$ cat src/rtl/mult_ctrl_pkg.sv
// Shared definitions for the sequential 4x4 multiplier controller.
//   state_t    : controller state encoding (IDLE/RUN/DONE; 2'b11 is unused)
//   MULT_W     : operand width, fixed by the shared four-bit adder
//   MULT_STEPS : shift-and-add iterations per product
package mult_ctrl_pkg;

  localparam int MULT_W     = 4;
  localparam int MULT_STEPS = 4;

  typedef enum logic [1:0] {
    IDLE = 2'b00,
    RUN  = 2'b01,
    DONE = 2'b10
  } state_t;

endpackage

$ cat src/rtl/four_bit_adder.sv
// Four-bit ripple adder with carry in/out.
//   i_a, i_b : 4-bit addends
//   i_cin    : carry in
//   o_sum    : 4-bit sum
//   o_cout   : carry out
module four_bit_adder (
  input  logic [3:0] i_a,
  input  logic [3:0] i_b,
  input  logic       i_cin,
  output logic [3:0] o_sum,
  output logic       o_cout
);

  assign {o_cout, o_sum} = {1'b0, i_a} + {1'b0, i_b} + {4'b0000, i_cin};

endmodule

$ cat src/rtl/seq_mult4_ctrl.sv
// Sequential 4x4 unsigned shift-and-add multiplier. A single four_bit_adder
// is reused over four iterations to build an 8-bit product.
//   clk, rst_n          : clock, synchronous active-low reset
//   in_valid/in_ready   : operand handshake, in_a (multiplicand), in_b (multiplier)
//   out_valid/out_ready : result handshake, product = in_a * in_b
//   busy                : high while an operation is in RUN or DONE
module seq_mult4_ctrl
  import mult_ctrl_pkg::*;
(
  input  logic              clk,
  input  logic              rst_n,
  input  logic              in_valid,
  output logic              in_ready,
  input  logic [MULT_W-1:0] in_a,
  input  logic [MULT_W-1:0] in_b,
  output logic              out_valid,
  input  logic              out_ready,
  output logic [2*MULT_W-1:0] product,
  output logic              busy
);

  localparam logic [1:0] LAST_CNT = 2'(MULT_STEPS - 1);

  state_t            r_state;
  state_t            w_next_state;
  logic [MULT_W-1:0] r_m;
  logic [MULT_W-1:0] r_acc;
  logic [MULT_W-1:0] r_q;
  logic [1:0]        r_cnt;

  logic [MULT_W-1:0] w_addend;
  logic [MULT_W-1:0] w_sum;
  logic              w_cout;
  logic              w_accept;
  logic              w_step;
  logic              w_in_ready;
  logic              w_out_valid;
  logic              w_busy;

  // Add the multiplicand only when the current multiplier bit is set.
  assign w_addend = r_q[0] ? r_m : '0;

  four_bit_adder u_adder (
    .i_a    (r_acc),
    .i_b    (w_addend),
    .i_cin  (1'b0),
    .o_sum  (w_sum),
    .o_cout (w_cout)
  );

  // NOTE: every signal written here gets a default first so no path leaves it
  // unassigned, which would otherwise infer a latch.
  always_comb begin
    w_next_state = r_state;
    w_accept     = 1'b0;
    w_step       = 1'b0;
    w_in_ready   = 1'b0;
    w_out_valid  = 1'b0;
    w_busy       = 1'b0;
    case (r_state)
      IDLE: begin
        w_in_ready = 1'b1;
        if (in_valid) begin
          w_accept     = 1'b1;
          w_next_state = RUN;
        end
      end
      RUN: begin
        w_step = 1'b1;
        w_busy = 1'b1;
        if (r_cnt == LAST_CNT) w_next_state = DONE;
      end
      DONE: begin
        w_out_valid = 1'b1;
        w_busy      = 1'b1;
        if (out_ready) w_next_state = IDLE;
      end
      default: w_next_state = IDLE;  // unused 2'b11 recovers to IDLE
    endcase
  end

  // Outputs are forced low while reset is held so nothing handshakes during it.
  assign in_ready  = w_in_ready  & rst_n;
  assign out_valid = w_out_valid & rst_n;
  assign busy      = w_busy      & rst_n;
  assign product   = {r_acc, r_q};

  // NOTE: sequential state uses non-blocking assignments so every register
  // samples the pre-edge values, matching the hardware.
  always_ff @(posedge clk) begin
    if (!rst_n) begin
      r_state <= IDLE;
      r_m     <= '0;
      r_acc   <= '0;
      r_q     <= '0;
      r_cnt   <= '0;
    end else begin
      r_state <= w_next_state;
      if (w_accept) begin
        r_m   <= in_a;
        r_q   <= in_b;
        r_acc <= '0;
        r_cnt <= '0;
      end else if (w_step) begin
        // Shift the 5-bit partial sum into the accumulator; the consumed
        // multiplier bit falls off the bottom of Q.
        {r_acc, r_q} <= {w_cout, w_sum, r_q[MULT_W-1:1]};
        r_cnt        <= r_cnt + 2'd1;
      end
    end
  end

endmodule
$ cat config.mk
export PLATFORM = sky130hd
export DESIGN_NAME = seq_mult4_ctrl
export DESIGN_NICKNAME = d
export VERILOG_FILES = /design/src/rtl/mult_ctrl_pkg.sv /design/src/rtl/four_bit_adder.sv /design/src/rtl/seq_mult4_ctrl.sv
export SDC_FILE = /design/constraint.sdc
export NUM_CORES = 1
export LEC_CHECK = 0
export CORE_MARGIN = 10
export CORE_UTILIZATION = 44
export DETAILED_ROUTE_END_ITERATION = 10
export PLACE_DENSITY = 0.8
export SYNTH_ARGS = -nofsm -noshare
export SYNTH_HDL_FRONTEND = slang
export SYNTH_SLANG_ARGS = --single-unit
$ cat constraint.sdc
create_clock -name clk -period 2.1 [get_ports clk]
set_input_delay 0.315 -clock clk [delete_from_list [all_inputs] [get_ports clk]]
set_output_delay 0.315 -clock clk [all_outputs]
set_load 0.02 [all_outputs]
==> results of run 1 <==
worst max path at each step:
stage | end | slack [ns] | cells after the start
after detailed placement | busy | 0.19 | 3
after floorplan | r_acc[1] | 0.49 | 7
after global routing | in_ready | 0.01 | 4
final | out_valid | 0.12 | 4
after CTS | busy | 0.01 | 4
after global placement | in_ready | 0.19 | 3
cells in the final DEF, fill, tap and decap left out, types with 2 or more instances in the layout:
master,count
mux2i_1,6
clkbuf_4,3
a21oi_1,7
clkdlybuf4s50_1,21
nand3_1,5
nand2_1,7
inv_1,8
nand2b_1,2
buf_4,2
nor2_1,8
nand4_1,2
xnor2_1,2
o31ai_1,2
ha_1,10
and2_1,6
a211oi_1,5
dfxtp_1,16
nor2b_1,3
report_power, final:
part	internal (W)	switching [W]
clock network	0.0000666	0.0000914
logic	0.000318	0.000347
registers	0.000377	0.0000598
layer usage:
layer | wire, µm | vias to the layer above
met4 | 0 | 0
met2 | 971 | 16
li1 | - | 405
met1 | 887 | 347
met5 | 0 | -
met3 | 101 | 0
per-stage QoR:
step,total power [W],hold WS (ns)
3_3_place_gp,0.001096,0.4403
2_1_floorplan,0.0009358,0.4317
5_1_grt,0.001375,0.4898
3_5_place_dp,0.001115,0.4525
6_report,0.001261,0.4624
4_1_cts,0.001275,0.4646
layout make-up:
type	count	area, µm²
Inverter	9	33.78
Clock buffer	3	22.52
Fill cell	185	818.3
Tap cell	27	33.78
Timing Repair Buffer	24	237.7
Multi-Input combinational cell	75	555.5
Sequential cell	16	320.3
worst max-delay path, stage by stage (launching register included):
cell and delay [ns]:
dfxtp_1 0.39, inv_1 0.10, ha_1 0.22, and2_1 0.14
clkdlybuf4s50_1 0.53
kinds of logic after synthesis:
group | count (synthesis) | share of synthesized area (%)
DFF | 16 | 33.51
and+or+nand+nor | 36 | 19.90
xor gates and xnor gates | 2 | 1.833
AOI/OAI and AO/OA | 20 | 14.92
buffers and inverters | 14 | 8.376
muxes | 6 | 6.283
adders and majority gates | 11 | 15.18
sequential cells by signal, indices dropped and copies added, names as in the netlist:
| signal | flops |
|---|---|
| r_acc | 4 |
| r_m | 4 |
| r_q | 4 |
| r_cnt | 2 |
| r_state | 2 |
repair_timing:
action	CTS	global route
hold buffers	0	0
resized for setup	0	1
endpoints found under the setup margin	0	1
==> metrics.md, run 1 <==
| Metric | Value |
|---|---|
| Synth cell types | 29 |
| PortBufs | 22 |
| Clock slew seen by the registers of the worst setup and hold paths | 0.09 ns |
| Max Cap Viol | 0 |
| # H-tree levels | 1 |
| Synth area leaders | dfxtp_1 34%, ha_1 13%, mux2i_1 6.3% |
| Met1 usage | 10.38% |
| Top Ports | 23 |
| Crit start category | register |
| Placed cells | 151 |
| Reg2Reg Depth | 6 |
| Post-synth top area share | 33.51% |
| Critical R2R Capture | r_acc[2] |
| TritonRoute pass-1 iters | 4 |
| RSZ-0062 raised after global routing | false |
| Hold Crit Class | register to register |
| Sequential share of the synthesized area | 33.51% |
| Root Driver | clkbuf_4 |
| Most used DFF post-synth | dfxtp_1 |
| Final non-filler cell total | 154 |
| Final setup fails | 0 |
| TritonCTS clock tree | done |
| CTS max path bufs | 2 |
| Crit path max fanout | 4 |
| Critical path startpoint | r_state[0] |
| Total clock buffers created by CTS | 3 |
| Ant. Diodes | 0 |
| Vias in the first global route | 815 |
| First-pass GRT wire length | 3422 µm |
| Post-DP Area | 0.001179 mm² |
| Crit share post-route | 94.11% |
| Power density over cell area | 1047 mW/mm² |
| Synth area leader | dfxtp_1 |
| Vias per cell | 4.987 |
| Flop-to-flop setup slack | 0.47 ns |
| Reg2reg start | r_state[0] |
| Max Freq | 506.0 MHz |
| Antenna violations before repair | 0 |
| Initial core utilization | 47.28% |
| Met2 Use GR | 16.59% |
| Cell count after synthesis | 105 |
| Top Usage Layer GRT | met2 |
| Lkg Pwr | 0.4896 nW |
| VDD IR max | 547.9 µV |
| Final Net Count | 152 |
| DR WL/cell | 12.73 µm |
| Number of synthesized flops with an enable pin | 0 |
| Final count of hold timing violations | 0 |
| Asr flop ratio synth | 0% |
| Slew margin rel. | 76.09% |
| Cell row count | 16 |
| Die X | 66.61 µm |
| Worst Tran Pin Value | 0.3578 ns |
| Count leader, synth | dfxtp_1 |
| Clk Latency, worst-skew pair | 0.28 ns |
| CP Class | register to output port |
| Setup ws final | 0.1237 ns |
| Synth Area per Inst | 9.104 µm² |
| Worst hold endpoint | r_m[3] |
| Area grow syn2layout | 25.92% |
| Via count | 768 |
| Core region area | 0.002022 mm² |
| Largest net degree at the start of global routing | 13 |
| Routability cong. | 0.8430 |
| Hold Path Stages | 2 |
| CTS Sinks | 16 |
| Die area | 0.004437 mm² |
| Crit path DAT | 1.66 ns |
| Final core occ | 59.53% |
| Global routing usage on met3 | 3.344% |
| Pre-CTS WS | 0.1865 ns |
| Fin area | 0.001204 mm² |
| Yosys warning count | 0 |
| Total Wirelength | 1961 µm |
| Status | finished clean |
| Total negative slack | 0 ns |
| DRC Markers | 0 |
| Final Skew | 0.002329 ns |
| Req. time, crit path | 1.78 ns |
| Synthesized Nets | 128 |
| Min cycle time layout | 1.976 ns |
| GRT Util Overall | 9.683% |
| Flops & latches, synth | 16 |
| Die height | 66.61 µm |
| GRT overflow | 0 |
| Post-CTS setup buffers | 0 |
| DPL Wire Length | 1618 µm |
| Critical path endpoint category | output port |
| Commonest cells in the netlist | 16 x dfxtp_1, 10 x ha_1, 8 x inv_1, 8 x nor2_1 |
| Share of layout cells above drive strength 1 | 5.512% |
| Cell area after synthesis | 955.9 µm² |
| Initial drt markers | 18 |
| Hold Path Origin | r_m[3] |
| Final Max Slew Viols | 0 |
| Antenna-violating nets left | 0 |
Note: power is estimated with default switching activity, not from simulation.
==> inputs of run 2 (changes only) <==
CTS_CLUSTER_DIAMETER = 150   (was not set)
==> results of run 2 <==
Final layout, timing and power as in run 1 (identical DEF).
